$ cat src/rtl/univ_shift_reg_pkg.sv
// Shared definitions for the universal shift register: operation encodings
// and a small decode helper, also used by the doorlock key-entry logic.
package univ_shift_reg_pkg;

    typedef enum logic [1:0] {
        HOLD = 2'b00,
        SHR  = 2'b01,
        SHL  = 2'b10,
        LOAD = 2'b11
    } mode_e;

    function automatic logic is_shift(input logic [1:0] mode);
        return (mode == SHR) || (mode == SHL);
    endfunction

endpackage

$ cat src/rtl/univ_shift_reg_sat_counter.sv
// Saturating fill counter: counts shifted-in bits since the last clear,
// jumps straight to MAX on a parallel load.
module sat_counter #(
    parameter int MAX = 4,
    localparam int CW = $clog2(MAX + 1)
) (
    input  logic          CLK,
    input  logic          RST,
    input  logic          clr,
    input  logic          inc,
    input  logic          load_max,
    output logic [CW-1:0] count
);

    logic [CW-1:0] r_count;

    always_ff @(posedge CLK) begin
        if (!RST) begin
            r_count <= '0;
        end else if (clr) begin
            r_count <= '0;
        end else if (load_max) begin
            r_count <= CW'(MAX);
        end else if (inc && (r_count != CW'(MAX))) begin
            r_count <= r_count + CW'(1);
        end
    end

    assign count = r_count;

endmodule

$ cat src/rtl/univ_shift_reg.sv
// Universal shift register: hold / shift-right / shift-left / parallel load,
// with a registered serial-out bit and a saturating fill count.
module univ_shift_reg
    import univ_shift_reg_pkg::*;
#(
    parameter int WIDTH = 4,
    localparam int CW = $clog2(WIDTH + 1)
) (
    input  logic             CLK,
    input  logic             RST,
    input  logic [1:0]       MODE,
    input  logic             CLR,
    input  logic             SIN,
    input  logic [WIDTH-1:0] PIN,
    output logic [WIDTH-1:0] Q,
    output logic             SOUT,
    output logic [CW-1:0]    COUNT,
    output logic             FULL
);

    logic [WIDTH-1:0] r_q;
    logic             r_sout;
    logic [WIDTH-1:0] w_q_next;
    logic             w_sout_next;
    logic             w_inc;
    logic             w_load;
    logic [CW-1:0]    w_count;

    always_comb begin
        w_q_next    = r_q;
        w_sout_next = r_sout;
        case (mode_e'(MODE))
            SHR: begin
                w_q_next    = {SIN, r_q[WIDTH-1:1]};
                w_sout_next = r_q[0];
            end
            SHL: begin
                w_q_next    = {r_q[WIDTH-2:0], SIN};
                w_sout_next = r_q[WIDTH-1];
            end
            LOAD:    w_q_next = PIN;
            default: ;
        endcase
    end

    always_ff @(posedge CLK) begin
        if (!RST || CLR) begin
            r_q    <= '0;
            r_sout <= 1'b0;
        end else begin
            r_q    <= w_q_next;
            r_sout <= w_sout_next;
        end
    end

    assign w_inc  = is_shift(MODE);
    assign w_load = (MODE == LOAD);

    sat_counter #(.MAX(WIDTH)) u_fill (
        .CLK      (CLK),
        .RST      (RST),
        .clr      (CLR),
        .inc      (w_inc),
        .load_max (w_load),
        .count    (w_count)
    );

    // FULL is a pure decode of the registered count, so it carries no state.
    assign Q     = r_q;
    assign SOUT  = r_sout;
    assign COUNT = w_count;
    assign FULL  = (w_count == CW'(WIDTH));

endmodule

$ cat config.mk
export PLATFORM = sky130hd
export DESIGN_NAME = univ_shift_reg
export DESIGN_NICKNAME = d
export VERILOG_FILES = /design/src/rtl/univ_shift_reg_pkg.sv /design/src/rtl/univ_shift_reg_sat_counter.sv /design/src/rtl/univ_shift_reg.sv
export SDC_FILE = /design/constraint.sdc
export NUM_CORES = 1
export LEC_CHECK = 0
export CORE_AREA = 2 2 39 41
export CTS_CLUSTER_SIZE = 28
export DETAILED_ROUTE_END_ITERATION = 8
export DIE_AREA = 0 0 41 43
export PLACE_DENSITY = 0.75
export SLEW_MARGIN = 40
export SYNTH_ARGS = -nofsm -noshare
export SYNTH_HDL_FRONTEND = slang
export SYNTH_SLANG_ARGS = --single-unit
$ cat constraint.sdc
create_clock -name CLK -period 1.3 [get_ports CLK]
set_input_delay 0.13 -clock CLK [delete_from_list [all_inputs] [get_ports CLK]]
set_output_delay 0.13 -clock CLK [all_outputs]
set_load 0.01 [all_outputs]
* Yosys cells after proc, flatten, opt, wreduce, memory -nomap -nowiden
Cells that the tools add are included.
Word-level totals: bits in registers 8, input bits 10, logic and storage cells 24
Cells by class: add/subtract/negate cells 1, equality and inequality tests 5, multiplexer cells 4, bitwise gates (word level) 1, reductions and logical operators 9
Operator list (count):
- $pmux W4 S3 | 1
- $mux W3 | 2
- $eq A2 B2 Y1 const B | 2
- $reduce_bool A2 Y1 | 2
- $add A3 B1 Y3 const B | 1
- $eq A3 B3 Y1 const B | 1
- $ne A3 B3 Y1 const B | 1
- $reduce_bool A3 Y1 | 1
- $reduce_or A3 Y1 | 1
- $eq A2 B1 Y1 const B | 1
- $logic_or A1 B1 Y1 | 2
- $pmux W1 S2 | 1
- $reduce_or A2 Y1 | 1
- $logic_and A1 B1 Y1 | 1
- $logic_not A1 Y1 | 1
- $not A1 Y1 | 1

* Longest topological paths before layout
word-level depth 5, gate-level depth with buffers 5

* Modules after synthesis
From an unflattened synthesis, not the netlist that was laid out.
Second synthesis, totals: cell total of the unflattened synthesis 52, area total of the unflattened synthesis 496.7 um^2
Modules (own cells, without submodules):
- univ_shift_reg | times used 1, cells an instance 36, area each 321.6 um^2
- sat_counter | times used 1, cells an instance 16, area each 175.2 um^2

* Worst setup path before layout
OpenSTA, ideal clock, no wires.
path kind register -> register, start point register u_fill.r_count[0], in the netlist u_fill.count[0], end point register u_fill.r_count[1], in the netlist u_fill.count[1], data arrival time 1142 ps, data required time 1181 ps, setup slack 40 ps, cell stages (with the launch flop) 6, cell sequence dfxtp_1 -> inv_1 -> ha_1 -> a21boi_4 -> mux2i_1 -> nor3_2
On the way: word-level cells in the longest chain between the ends 2
Ends and longest elaborated chain:
- start: declaration | RTL line univ_shift_reg_sat_counter.sv:15 | logic [CW-1:0] r_count;
- start signal: assignment | RTL line univ_shift_reg_sat_counter.sv:23 | r_count <= CW'(MAX);
- start signal: assignment | RTL line univ_shift_reg_sat_counter.sv:25 | r_count <= r_count + CW'(1);
- parallel branches: the longest is 2 deep, another holds $add A3 B1 Y3
Parallel ways; which one is timed is not known. A chain may end at the register's enable or synchronous reset.

* Worst setup path in the final report
start point register u_fill.r_count[2], in the netlist u_fill.count[2], end point output COUNT[2]
RTL lines:
- end: declaration | RTL line univ_shift_reg.sv:17 | output logic [CW-1:0] COUNT,
No word-level cell between the ends.

==> results.json <==
{
  "syn-num-nets": 65,
  "synth_top_area_share_pct": 31.53,
  "synth_edf_count": 0,
  "fmax_ghz": 0.7940,
  "power_per_cell_area_nw_per_um2": 814.3,
  "timing.final.crit_share_pct": 96.88,
  "yosysTopAreaCell": "dfxtp_1",
  "die_w_um": 41,
  "first_global_vias": 419,
  "cp_slowest_cell": "clkdlybuf4s50_1",
  "io_pins": 19,
  "yosysSeqAreaShare_pct": 31.53,
  "tritoncts.num_buffers": 3,
  "synth_cell_type_count": 23,
  "die_y_um": 43,
  "maxSlewViolCount": 0,
  "cp_max_fo": 3,
  "path_depth": 1,
  "cpPeakStageDelay_ps": 540,
  "hp-class": "input pin to flop",
  "cp_num_buf_inv": 1,
  "rr_worst_depth": 5,
  "hold_viol_final": 0,
  "wl_per_cell_um": 11.58,
  "vias": 451,
  "clockBufferDepth": 2,
  "outcome": "completed",
  "peakVddDrop_mv": 0.3873,
  "firstDrtPassIters": 4,
  "stdcell_count": 91,
  "dieArea_um2": 1763,
  "initialDrtViolationCount": 13,
  "cts-root-buf": "clkbuf_4",
  "drtAntennaViolNets": 0,
  "period_minus_slack_ps": 1259,
  "path_cells": "clkdlybuf4s50_1",
  "drive_gt1_share_pct": 32.00,
  "r2r_start": "u_fill.count[1]",
  "start_util_pct": 36.71,
  "drt_wl_total_um": 1054,
  "clock_latency_ps": 250,
  "fin_nets": 92,
  "viasPerCell": 4.956,
  "hpwl_um": 811.9,
  "antenna_cells": 0,
  "finalSetupViolations": 0,
  "clk_pin_slew_ps": 50,
  "route.detailed.drc": 0,
  "postCtsHoldBufs": 0,
  "leakage_nw": 0.3271,
  "holdWs_ps": 495.9,
  "final_area_um2": 764.5,
  "r2r_end": "u_fill.count[1]",
  "tritoncts": "done",
  "cp-end-kind": "output port",
  "r2r_slack_ps": 140,
  "synthFlopType": "dfxtp_1",
  "area_growth_pct": 50.49,
  "fill_cells": 139,
  "overflow": 0,
  "tightest_slew_ps": 444.1,
  "fin_util_pct": 55.24,
  "cts.sinks": 8,
  "rows": 14,
  "synth.cell_area_um2": 508.0,
  "startpoint_type": "flop",
  "grt_max_degree": 9,
  "cts_htree_levels": 1,
  "drv_cap": 0,
  "antenna_found_initial": 0,
  "slew_headroom_pct": 70.39,
  "synth_cells": 50,
  "startpoint": "u_fill.count[2]",
  "ys_warn_count": 0,
  "synth_area_leaders": "dfxtp_1, ha_1, a221oi_2",
  "finClkSkew_ps": 0.3194,
  "syn_avg_cell_area_um2": 10.16,
  "grt_usage_pct": 15.09,
  "gp_congestion": 0.8310,
  "grt_pass1_wl_um": 1773,
  "async_flop_share_pct": 0,
  "place_inst": 88,
  "critical_path_class": "flop to output port",
  "crit_required_ps": 1170,
  "core_um2": 1384,
  "endpoint": "COUNT[2]",
  "io_buffers": 18,
  "dpl_cell_area_um2": 739.5,
  "ys_seq_elements": 8,
  "cp_top_family": "buffers and inverters",
  "arrival_ps": 1130
}
per-stage QoR:
stage / total power, mW / setup TNS, ps / worst slack (ps)
finish: 0.6225 / 0 / 40.62
global route: 0.6551 / -1.480 / -1.480
CTS: 0.6271 / 0 / 27.69
detailed placement: 0.4355 / -2090 / -329.1
global placement: 0.4329 / -1815 / -279.1
floorplan: 0.3597 / 0 / 39.60
metal layers:
metal	track usage, %	up-vias	part of all wire (%)
met3	1.571	2	5.5
met4	12.00	0	1.1
met2	20.94	18	49
met5	0	-	0
met1	20.06	201	44
li1	-	230	-
synth_stat cells (2+ instances only):
cell,instances
nand2_1,3
a221oi_1,4
mux2i_1,2
dfxtp_1,8
ha_1,5
a221oi_2,3
nor3_2,2
inv_1,8
power by group:
part	internal (mW)	leakage [nW]	switching (mW)	total, mW
sequential	0.256	0.0662	0.00778	0.264
clock	0.106	0.0138	0.0872	0.193
combinational	0.0918	0.247	0.0736	0.165
total	0.454	0.327	0.169	0.623
layout make-up:
| cell class | instances | area, um2 | share of cell area (%) |
|---|---|---|---|
| repair buffers | 25 | 217.7 | 28.48 |
| flip-flops and latches | 8 | 162.7 | 21.28 |
| inverters | 8 | 30.03 | 3.928 |
| multi-input cells | 31 | 311.5 | 40.75 |
| well taps | 16 | 20.02 | 2.619 |
| clock buffers | 3 | 22.52 | 2.946 |
cells by family after synthesis:
group	after synthesis	share of synthesized area, %
AO/OA/AOI/OAI	13	27.59
buffers and inverters	11	10.10
AND/OR/NAND/NOR	10	12.81
flip-flops	8	31.53
adder cells (fa/ha/maj)	5	12.32
multiplexers	2	3.941
XOR/XNOR	1	1.724
flip-flops by register name (all words and copies together) (netlist names):
register,cells
u_fill.count,3
SOUT,1
Q,4
worst min path at each step:
| stage | startpoint | endpoint | depth (start not counted) |
|---|---|---|---|
| 4_1_cts | MODE[0] | Q[3] | 4 |
| 3_5_place_dp | Q[3] | Q[3] | 2 |
| 2_1_floorplan | SIN | Q[3] | 2 |
| 5_1_grt | SIN | Q[3] | 3 |
| 6_report | MODE[0] | Q[3] | 4 |
| 3_3_place_gp | Q[3] | Q[3] | 2 |
cell usage in the layout, fill, tap and decap left out, drive strengths merged, types with 2 or more instances in the layout:
master / instances
clkdlybuf4s50: 9
dlygate4sd2: 8
inv: 8
buf: 8
dfxtp: 8
a221oi: 7
ha: 5
nand2: 3
clkbuf: 3
nor3: 2
mux2i: 2
a211oi: 2
nor2: 2
timing repair:
item                       4_1_cts  5_1_grt
buffers inserted                 0        1
setup endpoints to repair       10        1
resized for setup               16        1
pin swaps                        2        2
Note: power is estimated with default switching activity, not from simulation.
